$ cat src/rtl/ascii_region_copier.sv
`default_nettype none
// ==== ascii_region_copier : copies cells [lo..hi] of the ASCII master RAM into the VGA back buffer ====
// ==== after each buffer switch; ASCII_COPY_OVERRUN_EN adds a sticky overrun flag.  Rev 1.0        ====
module ascii_region_copier #(
  parameter int DATA_W      = 32,
  parameter int ADDR_W      = 13,
  parameter int CELLS       = 4800,
  parameter int RD_LAT      = 1,
  parameter int HOLD_CYCLES = 8
) (
  input  logic              clk,
  input  logic              rst,
  input  logic [ADDR_W-1:0] region_lo,
  input  logic [ADDR_W-1:0] region_hi,
  input  logic              buffer_switched,
  output logic [ADDR_W-1:0] master_read_address,
  input  logic [DATA_W-1:0] master_data_out,
  output logic [ADDR_W-1:0] vga_write_address,
  output logic [DATA_W-1:0] vga_data,
  output logic              vga_write_strobe,
  output logic              vga_write_done,
  output logic              busy,
  output logic              overrun
);
  localparam logic [ADDR_W-1:0] LAST_CELL = ADDR_W'(CELLS - 1);
  localparam logic [3:0]        RD_END    = 4'(RD_LAT - 1);
  localparam logic [3:0]        HOLD_END  = 4'(HOLD_CYCLES - 1);

  typedef enum logic [2:0] {
    S_DONE,
    S_WAIT_SWITCH,
    S_COPY_START,
    S_READ,
    S_HOLD
  } state_t;

  state_t            state, state_d;
  logic [ADDR_W-1:0] addr, addr_d;
  logic [ADDR_W-1:0] lo_q, lo_d;
  logic [ADDR_W-1:0] hi_q, hi_d;
  logic [ADDR_W-1:0] hi_clamp;
  logic [3:0]        cnt, cnt_d;
  logic [DATA_W-1:0] data_d;
  logic              strobe_d, done_d, busy_d;

  assign hi_clamp            = (region_hi > LAST_CELL) ? LAST_CELL : region_hi;
  assign master_read_address = addr;
  assign vga_write_address   = addr;

  always_ff @(posedge clk or negedge rst) begin
    if (!rst) begin
      state            <= S_DONE;
      addr             <= '0;
      lo_q             <= '0;
      hi_q             <= '0;
      cnt              <= '0;
      vga_data         <= '0;
      vga_write_strobe <= 1'b0;
      vga_write_done   <= 1'b0;
      busy             <= 1'b0;
    end else begin
      state            <= state_d;
      addr             <= addr_d;
      lo_q             <= lo_d;
      hi_q             <= hi_d;
      cnt              <= cnt_d;
      vga_data         <= data_d;
      vga_write_strobe <= strobe_d;
      vga_write_done   <= done_d;
      busy             <= busy_d;
    end
  end

  always_comb begin
    state_d  = state;
    addr_d   = addr;
    lo_d     = lo_q;
    hi_d     = hi_q;
    cnt_d    = cnt;
    data_d   = vga_data;
    strobe_d = vga_write_strobe;
    done_d   = vga_write_done;
    busy_d   = busy;
    case (state)
      S_DONE: begin
        done_d  = 1'b1;
        state_d = S_WAIT_SWITCH;
      end
      S_WAIT_SWITCH: begin
        if (buffer_switched) begin
          lo_d = region_lo;
          hi_d = hi_clamp;
          // An empty region still completes a frame, so done is left asserted.
          if (region_lo > hi_clamp) begin
            state_d = S_DONE;
          end else begin
            state_d = S_COPY_START;
            done_d  = 1'b0;
            busy_d  = 1'b1;
          end
        end
      end
      S_COPY_START: begin
        addr_d  = lo_q;
        cnt_d   = '0;
        state_d = S_READ;
      end
      S_READ: begin
        if (cnt == RD_END) begin
          cnt_d    = '0;
          data_d   = master_data_out;
          strobe_d = 1'b1;
          state_d  = S_HOLD;
        end else begin
          cnt_d = cnt + 4'd1;
        end
      end
      S_HOLD: begin
        if (cnt == HOLD_END) begin
          cnt_d    = '0;
          strobe_d = 1'b0;
          // Termination is tested before the increment, so addr never wraps.
          if (addr == hi_q) begin
            busy_d  = 1'b0;
            state_d = S_DONE;
          end else begin
            addr_d  = addr + ADDR_W'(1);
            state_d = S_READ;
          end
        end else begin
          cnt_d = cnt + 4'd1;
        end
      end
      default: state_d = S_DONE;
    endcase
  end

`ifdef ASCII_COPY_OVERRUN_EN
  logic overrun_q;

  // A switch seen outside WAIT_SWITCH means a partially copied frame was displayed.
  always_ff @(posedge clk or negedge rst) begin
    if (!rst) begin
      overrun_q <= 1'b0;
    end else if (buffer_switched && (state != S_WAIT_SWITCH)) begin
      overrun_q <= 1'b1;
    end
  end

  assign overrun = overrun_q;
`else
  assign overrun = 1'b0;
`endif

endmodule
`default_nettype wire

$ cat config.mk
export PLATFORM = sky130hd
export DESIGN_NAME = ascii_region_copier
export DESIGN_NICKNAME = d
export VERILOG_FILES = /design/src/rtl/ascii_region_copier.sv
export SDC_FILE = /design/constraint.sdc
export NUM_CORES = 1
export LEC_CHECK = 0
export CORE_ASPECT_RATIO = 1.4
export CORE_UTILIZATION = 35
export DETAILED_ROUTE_END_ITERATION = 8
export PLACE_DENSITY_LB_ADDON = 0.05
export SLEW_MARGIN = 10
export SYNTH_ARGS = -nofsm -noshare
export SYNTH_HDL_FRONTEND = slang
export SYNTH_SLANG_ARGS = --single-unit
$ cat constraint.sdc
create_clock -name clk -period 1.7 [get_ports clk]
set_clock_uncertainty 0.15 [all_clocks]
set_input_delay 0.17 -clock clk [delete_from_list [all_inputs] [get_ports clk]]
set_output_delay 0.17 -clock clk [all_outputs]
set_load 0.01 [all_outputs]
# ---- Word level (Yosys, flattened, before mapping)
# Cells that the tools add are included.
dict set report word_totals {
  ff_bits 81
  latch_bits 0
  ram_bits 0
  rom_bits 0
  input_bits 61
  n_memories 0
}
dict set report op_classes {
  add_sub_neg 2
  mul 0
  div_mod_pow 0
  order_cmp 2
  eq_ne 12
  n_shift 0
  mux 24
  n_bitwise 0
  n_reduce_logical 14
}
# cell n
set ops {}
lappend ops {{$mux 13} 3}
lappend ops {{$pmux 13 s2} 1}
lappend ops {{$pmux 3 s5} 1}
lappend ops {{$add 13x1->13 const B} 1}
lappend ops {{$eq 13x13->1} 1}
lappend ops {{$gt 13x13->1} 1}
lappend ops {{$gt 13x13->1 const B} 1}
lappend ops {{$ne 2x2->1 const B} 6}
lappend ops {{$pmux 4 s3} 1}
lappend ops {{$reduce_and 3->1} 4}
lappend ops {{$mux 3} 3}
lappend ops {{$mux 1} 8}
lappend ops {{$mux 4} 2}
lappend ops {{$reduce_bool 2->1} 4}
lappend ops {{$eq 3x2->1 const B} 2}
lappend ops {{$pmux 1 s2} 3}
lappend ops {{$reduce_and 5->1} 1}
lappend ops {{$add 4x1->4 const B} 1}
lappend ops {{$eq 4x3->1 const B} 1}
lappend ops {{$logic_not 4->1} 1}
lappend ops {{$mux 2} 2}
lappend ops {{$reduce_and 2->1} 2}
lappend ops {{$eq 3x1->1 const B} 1}
lappend ops {{$eq 3x3->1 const B} 1}
lappend ops {{other kinds (2)} 2}

# ---- Longest topological paths before layout
# Gate-level depths: netlist of run 1.
dict set report logic_depth {
  ltp_word 6
  ltp_mapped 11
  mapped_depth_nobuf 11
}

# ---- Least setup slack after synthesis of run 1
# OpenSTA, ideal clock, no wires.
dict set report synth_path {
  path_kind {in2reg}
  from {in region_hi[6]}
  to {reg vga_write_done}
  setup_time_ps 116
  arrival_time_ps 1968
  required_ps 1434
  path_slack_ps -534
  cell_stages 11
  n_path_buf 0
  cell_sequence {a21o_1 > nand2_1 > a21oi_1 > nor2_1 > ha_1 > and3_1 > o21ai_0 > a311o_1 > a31oi_1 > nand2_1 > o311ai_0}
}
dict set report synth_via {
  elab_chain_cells 5
}
# item line
set synth_rtl {}
lappend synth_rtl {{start: declaration} 14} ;# input logic [ADDR_W-1:0] region_hi,
lappend synth_rtl {{$gt 13x13->1} 46} ;# assign hi_clamp = (region_hi > LAST_CELL) ? LAST_CELL : region_hi;
lappend synth_rtl {{$mux 13 *} 46}
lappend synth_rtl {{$gt 13x13->1 *} 94} ;# if (region_lo > hi_clamp) begin
lappend synth_rtl {{$ne 2x2->1 (no source line) *} n/a}
lappend synth_rtl {{$reduce_and 3->1 (no source line) *} n/a}
lappend synth_rtl {{end signal: assignment} 69} ;# vga_write_done <= done_d;
lappend synth_rtl {{end: declaration} 21} ;# output logic vga_write_done,
# Mark *: on every way between the ends. The rest lies on a longest branch, timed or not.
# A chain may end at the register's enable or synchronous reset.

# ---- Worst setup path in the final report of run 1
# Ends and elaborated chain as after synthesis.

==> summary.txt, run 1 <==
STA
  – Final hold vios: 0
  – Achievable Freq: 503 MHz
  – Slew Viols, Final: 0
  – Final setup viols: 76
  – Crit share post-route: 117%
  – Setup TNS: -8.33 ns
  – Min Tclk post-route: 1.99 ns
  – RSZ-0062 raised after global routing: yes
  – Fin worst setup slack: -0.287 ns

Yosys
  – Cell count after synthesis: 409
  – Synth top area share: 49.3%
  – Post-synth top flop: dfrtp_1
  – Top area cells in the synthesized netlist: dfrtp_1 (49%), mux2_2 (9.0%), nand2_1 (6.9%)
  – FFs w/ async S/R, synth: 100%
  – Sequential fraction of the synthesis area: 49.3%
  – Synth cell types: 46
  – Post-synth EDFFs: 0
  – Mean Syn Cell Area: 10.0 um^2
  – Mapped Nets: 486
  – Yosys warning count: 0
  – Cell Area, Synth: 4110 um^2
  – Dominant cell type by area after synthesis: dfrtp_1
  – Flops & latches, synth: 81

Global route
  – Wire length of the first global-routing pass: 17,300 um
  – Vias in the first global route: 3,638
  – Largest net degree at the start of global routing: 82
  – Antenna violations before repair: 0
  – GRT Total Usage: 18.6%
  – Overflow left after global routing: 0

Worst setup path
  – Crit. End Element: register
  – Crit path max fanout: 5
  – R2r startpoint: state[2]
  – Reg2Reg Depth: 8
  – CP max stage cell: ha_1
  – Data required time at the worst endpoint: 1.79 ns
  – Reg2reg setup slack: -0.18 ns
  – Crit path DAT: 2.08 ns
  – CP top delay family: compound AO/OA/AOI/OAI gates
  – Largest stage delay on the critical path: 0.29 ns
  – Critical path type: input port to register
  – Critical-path cell list: buf_6 -> a21o_1 -> nand2_4 -> a21oi_4 -> nor2_2 -> ha_1 -> and3_4 -> o21ai_2 -> a311o_1 -> a31oi_1 -> buf_4 -> nand2_2 -> o311ai_2
  – R2r endpoint: master_read_address[5]
  – Startpoint class of the critical path: input port
  – Crit path buf inv count: 2

Status
  – Violated checks: setup timing
  – Status: complete, but fails checks

Floorplanning
  – Rows: 46
  – Initial Utilization: 36.1%
  – Die width: 93.6 um
  – I/O pin total: 123
  – Die height: 130 um
  – CORE AREA: 11,400 um^2
  – Full die area: 12,200 um^2

Routing
  – Drt drc: 0
  – Routed vias/inst: 4.97
  – DR pass1 iterations: 4
  – Routed WL: 12,400 um
  – First-iteration detailed-routing DRC count: 88
  – Final ANT Viol Nets: 0
  – Vias: 3,804
  – Routed len/inst: 16.3 um

Final layout
  – Share of cells above drive strength 1: 41.4%
  – Post-route cell area: 7080 um^2
  – N_diodes: 0
  – Final core occ: 62.1%
  – Post-layout net count: 693
  – Fillers: 955
  – Post-Layout Cell Count: 765
  – P&R area growth vs syn: 72.3%

Power
  – Peak supply drop: 0.597 mV
  – Leakage: 3.21 nW
  – PwrDens: 1690 nW/um^2

Min path
  – Worst hold endpoint: hi_q[8]
  – Hold Path Stages: 3
  – Hold Path Origin: region_hi[8]
  – Worst Hold Class: input port to register

CTS
  – Clock buffer depth: 2
  – CTS tree: built
  – Worst-Skew Late Latency: 0.33 ns
  – CTS buffer count: 9
  – Worst-path clk slew: 0.06 ns
  – Clk sink count: 81
  – Clock root buffer: clkbuf_16
  – CTS H-tree lvls: 3

Place
  – Pre-CTS WS: -1.01 ns
  – Placed instance area: 5880 um^2
  – IO buf count: 121
  – DP HPWL: 7990 um
  – Final Wtd Congestion: 0.806
  – Placed instance count: 708

Job
  – Max-cap viol count: 0
## report_power, final
part           switching (mW)  internal [mW]  total [mW]
sequential              0.654           2.86        3.51
combinational            2.90           3.53        6.43
clock                   0.735           1.26        1.99
total                    4.29           7.64        11.9
## flip-flops by register name (all words and copies together), names as in the netlist
signal,flops
vga_write_strobe,1
cnt,4
hi_q,13
vga_write_done,1
state,3
master_read_address,13
busy,1
lo_q,13
vga_data,32
## layer usage
metal / part of all wire [%] / wire [um] / global-route usage (%)
met4: 3.0 / 376 / 10.3
met5: 0 / 0 / 0
met1: 36 / 4500 / 20.4
met2: 56 / 7000 / 34.1
met3: 4.6 / 567 / 3.09
## layout make-up
type                            instances  area (um^2)  share of cell area (%)
Inverter                                8         30.0                   0.424
Sequential cell                        81         2030                    28.7
Timing Repair Buffer                  226         2180                    30.9
Clock buffer                           14          274                    3.87
Clock inverter                          2         35.0                   0.495
Multi-Input combinational cell        290         2340                    33.1
Tap cell                              144          180                    2.54
## layout by cell type (no fill, tap or decap), drive strengths merged, types with 2 or more instances in the layout
cell type | synthesis | final
nor4 | 3 | 3
a21o | 5 | 5
mux2 | 33 | 33
nor3b | 3 | 3
dlygate4sd2 | 0 | 23
o32ai | 2 | 2
dlymetal6s2s | 0 | 4
clkdlybuf4s50 | 0 | 87
nor3 | 8 | 8
nor2 | 21 | 21
or2 | 2 | 2
a2bb2oi | 3 | 3
a21oi | 19 | 20
nor2b | 3 | 3
o21ai | 37 | 37
clkbuf | 8 | 21
nand2 | 76 | 76
ha | 16 | 16
o22ai | 2 | 2
nand2b | 4 | 4
dfrtp | 81 | 81
a31oi | 4 | 4
buf | 23 | 101
xor2 | 15 | 15
dlygate4sd3 | 0 | 3
nand4 | 5 | 5
inv | 8 | 8
nand3 | 10 | 10
and3 | 4 | 4
## logic make-up after synthesis
family,count (synthesis),synth area share [%]
muxes,33,9.04
DFF,81,49.3
buffers and inverters,39,5.76
other,1,0.0913
and+or+nand+nor,144,16.1
xor gates and xnor gates,15,3.20
adders and majority gates,16,4.87
AOI/OAI and AO/OA,80,11.6
## cells in the mapped netlist (2+ instances only)
cell and n:
nor2_1 20, o21ai_1 2, a21oi_1 18, xor2_1 15, o32ai_1 2, inv_1 8, a31oi_1 4, buf_4 14
buf_2 5, nand3_1 9, and3_1 4, nor2b_1 3, nor3b_1 3, nand2_1 76, o22ai_1 2, or2_2 2
nor3_1 8, nor4_1 3, nand2b_1 4, clkbuf_1 7, buf_6 4, nand4_1 5, dfrtp_1 81, a21o_1 5
ha_1 16, mux2_2 33, a2bb2oi_1 3, o21ai_0 35
## worst reg2reg max path, stage by stage (launching register included)
cell       delay (ns)
dfrtp_1          0.42
or3b_4           0.43
buf_8            0.16
nor2_4           0.16
a21oi_4          0.05
nand2_2          0.09
buf_6            0.14
a21oi_2          0.04
a2bb2oi_1        0.12
## repair_timing
action	in CTS	in global routing
setup buffers	16	15
cloned	1	10
hold buffers	3	0
pin swaps	24	53
endpoints found under the setup margin	73	82
resized for setup	88	106
hold endpoints to repair	83	0
## metrics by stage
step	hold slack, ns	power (mW)
2_1_floorplan	-0.276	6.04
3_3_place_gp	0.0831	8.50
3_5_place_dp	0.0812	8.58
4_1_cts	0.0528	10.8
5_1_grt	0.0641	12.7
6_report	0.0473	11.9
## worst max path at each step
stage	start	to	slack, ns	cells past startpoint
after floorplan	region_hi[6]	vga_write_done	-0.24	11
after global placement	region_hi[6]	vga_write_done	-0.97	13
after detailed placement	region_hi[6]	vga_write_done	-1.01	13
after CTS	region_hi[7]	vga_write_done	-0.27	13
after global routing	region_hi[6]	vga_write_done	-0.37	13
final	region_hi[6]	vga_write_done	-0.29	13
Power figures use the tool's default switching activity.
==> inputs of run 2 (changes only) <==
SETUP_SLACK_MARGIN = 0.02   (was default)
==> run 2 against run 1 <==
Net effect: the run still ends with setup timing left; non-clock buffer count is 4 lower; die area unchanged; combinational power fell by 1%; first-iteration DRC count is 2.3% higher; final cell count is 0.52% lower; fmax is 0.20% lower; power down 0.39%; largest power group unchanged; highest routed layer unchanged.
==> summary.txt, run 2 (same netlist as run 1, synthesis figures left out) <==
STA
  – Min Tclk post-route: 1.99 ns
  – Setup TNS: -10.17 ns
  – Achievable Freq: 502 MHz
  – Final setup viols: 77
  – RSZ-0062 raised after global routing: yes
  – Fin worst setup slack: -0.291 ns
  – Final hold vios: 0
  – Crit share post-route: 117%
  – Slew Viols, Final: 0

Place
  – IO buf count: 121
  – DP HPWL: 7990 um
  – Final Wtd Congestion: 0.806
  – Pre-CTS WS: -1.01 ns

Floorplanning
  – Initial Utilization: 36.1%
  – CORE AREA: 11,400 um^2
  – Die width: 93.6 um
  – Die height: 130 um
  – I/O pin total: 123
  – Full die area: 12,200 um^2
  – Rows: 46

Routing
  – First-iteration detailed-routing DRC count: 90
  – Drt drc: 0
  – Routed len/inst: 16.5 um
  – DR pass1 iterations: 4
  – Vias: 3,785
  – Final ANT Viol Nets: 0
  – Routed WL: 12,500 um
  – Routed vias/inst: 4.97

Worst setup path
  – Crit path DAT: 2.08 ns
  – Data required time at the worst endpoint: 1.79 ns
  – Critical-path cell list: buf_6 -> a21o_1 -> nand2_4 -> a21oi_4 -> nor2_2 -> ha_1 -> and3_4 -> o21ai_2 -> a311o_1 -> a31oi_1 -> buf_4 -> nand2_2 -> o311ai_2
  – R2r startpoint: state[2]
  – CP top delay family: compound AO/OA/AOI/OAI gates
  – Largest stage delay on the critical path: 0.29 ns
  – Critical path type: input port to register
  – Startpoint class of the critical path: input port
  – Reg2reg setup slack: -0.20 ns
  – Crit path buf inv count: 2
  – R2r endpoint: master_read_address[5]
  – Crit path max fanout: 5
  – Crit. End Element: register
  – Reg2Reg Depth: 8
  – CP max stage cell: ha_1

Min path
  – Worst hold endpoint: hi_q[8]
  – Hold Path Stages: 3
  – Worst Hold Class: input port to register
  – Hold Path Origin: region_hi[8]

Global route
  – Vias in the first global route: 3,660
  – Wire length of the first global-routing pass: 17,400 um
  – Met3 GRT Util: 3.09%
  – Antenna violations before repair: 0
  – Overflow left after global routing: 0
  – GR Util met2: 34.4%
  – GRT Total Usage: 18.7%
  – Met1 Usage GRT: 20.4%
  – Global routing's busiest layer: met2
  – Largest net degree at the start of global routing: 82

CTS
  – CTS H-tree lvls: 3
  – Worst-Skew Late Latency: 0.33 ns
  – Clk sink count: 81
  – CTS buffer count: 9
  – Worst-path clk slew: 0.06 ns
  – Clock buffer depth: 2
  – CTS tree: built
  – Clock root buffer: clkbuf_16

Final layout
  – Area of the multi-input gates: 2370 um^2
  – Fillers: 964
  – P&R area growth vs syn: 72.0%
  – Post-layout net count: 689
  – Reg area: 2030 um^2
  – Share of cells above drive strength 1: 41.2%
  – Top reg by flops: vga_data
  – N_diodes: 0
  – Most common cell after layout, fill and taps aside: clkdlybuf4s50_1
  – Most frequent cells in the layout: clkdlybuf4s50_1 (87), dfrtp_1 (77), buf_4 (70), nand2_1 (42), mux2_2 (32)
  – Max reg flops: 32

Power
  – Peak supply drop: 0.606 mV
  – Leakage: 3.17 nW
  – PwrDens: 1680 nW/um^2
  – Clk pwr share: 16.7%
  – Sequential Power Share: 29.8%
  – Net Switching: 4.30 mW
  – Logic pwr share: 53.5%
  – Internal: 7.59 mW
  – Sw Share: 36.2%

Job
  – Max-cap viol count: 0

Status
  – Status: complete, but fails checks
  – Violated checks: setup timing
[run 2: layout make-up]
type,count,area share (%)
Clock buffer,14,3.88
Clock inverter,2,0.496
Inverter,8,0.425
Multi-Input combinational cell,290,33.5
Sequential cell,81,28.7
Tap cell,144,2.55
Timing Repair Buffer,222,30.4
[run 2: metal layers]
metal,share of wire (%),up-vias
met5,0,-
met4,3.3,0
met3,4.5,32
met2,56,124
met1,37,1810
li1,-,1819
[run 2: stage by stage]
step	instances	power [mW]	instance area, um^2	hold WS, ns	utilization (%)
after floorplan	409	6.04	4170	-0.276	-
after global placement	708	8.50	5880	0.0831	51.6
after detailed placement	708	8.58	5880	0.0812	51.6
after CTS	744	10.8	6510	0.0528	57.1
after global routing	761	12.6	7070	0.0641	62.0
final	761	11.9	7070	0.0482	62.0
[run 2: how the worst max path moves through the flow]
stage	cells after the start	from	endpoint	slack [ns]
after detailed placement	13	region_hi[6]	vga_write_done	-1.01
after global routing	13	region_hi[6]	vga_write_done	-0.37
after floorplan	11	region_hi[6]	vga_write_done	-0.24
after CTS	13	region_hi[7]	vga_write_done	-0.27
after global placement	13	region_hi[6]	vga_write_done	-0.97
final	13	region_hi[6]	vga_write_done	-0.29
[run 2: power groups by stage]
stage | Sequential [mW] | Clock (mW) | Combinational, mW
6_report | 3.54 | 1.98 | 6.36
3_5_place_dp | 3.43 | 0 | 5.15
5_1_grt | 3.65 | 2.13 | 6.83
2_1_floorplan | 3.72 | 0 | 2.31
4_1_cts | 3.41 | 2.03 | 5.31
3_3_place_gp | 3.41 | 0 | 5.10
[run 2: worst min-delay path, cell delays in order]
cell	delay, ns
buf_2	0.11
nand2b_1	0.13
o21ai_1	0.09
[run 2: what timing repair did]
item | CTS | global route
buffers inserted | 16 | 11
gates cloned | 1 | 10
pin swaps | 25 | 55
endpoints found under the setup margin | 77 | 80
gates resized for setup | 95 | 104
hold buffers | 3 | 0
hold endpoints to repair | 83 | 0
==> inputs of run 3 (changes only) <==
SLEW_MARGIN = default   (was 10)
==> results of run 3 <==
No change in the layout: final DEF, timing and power equal those of run 2.
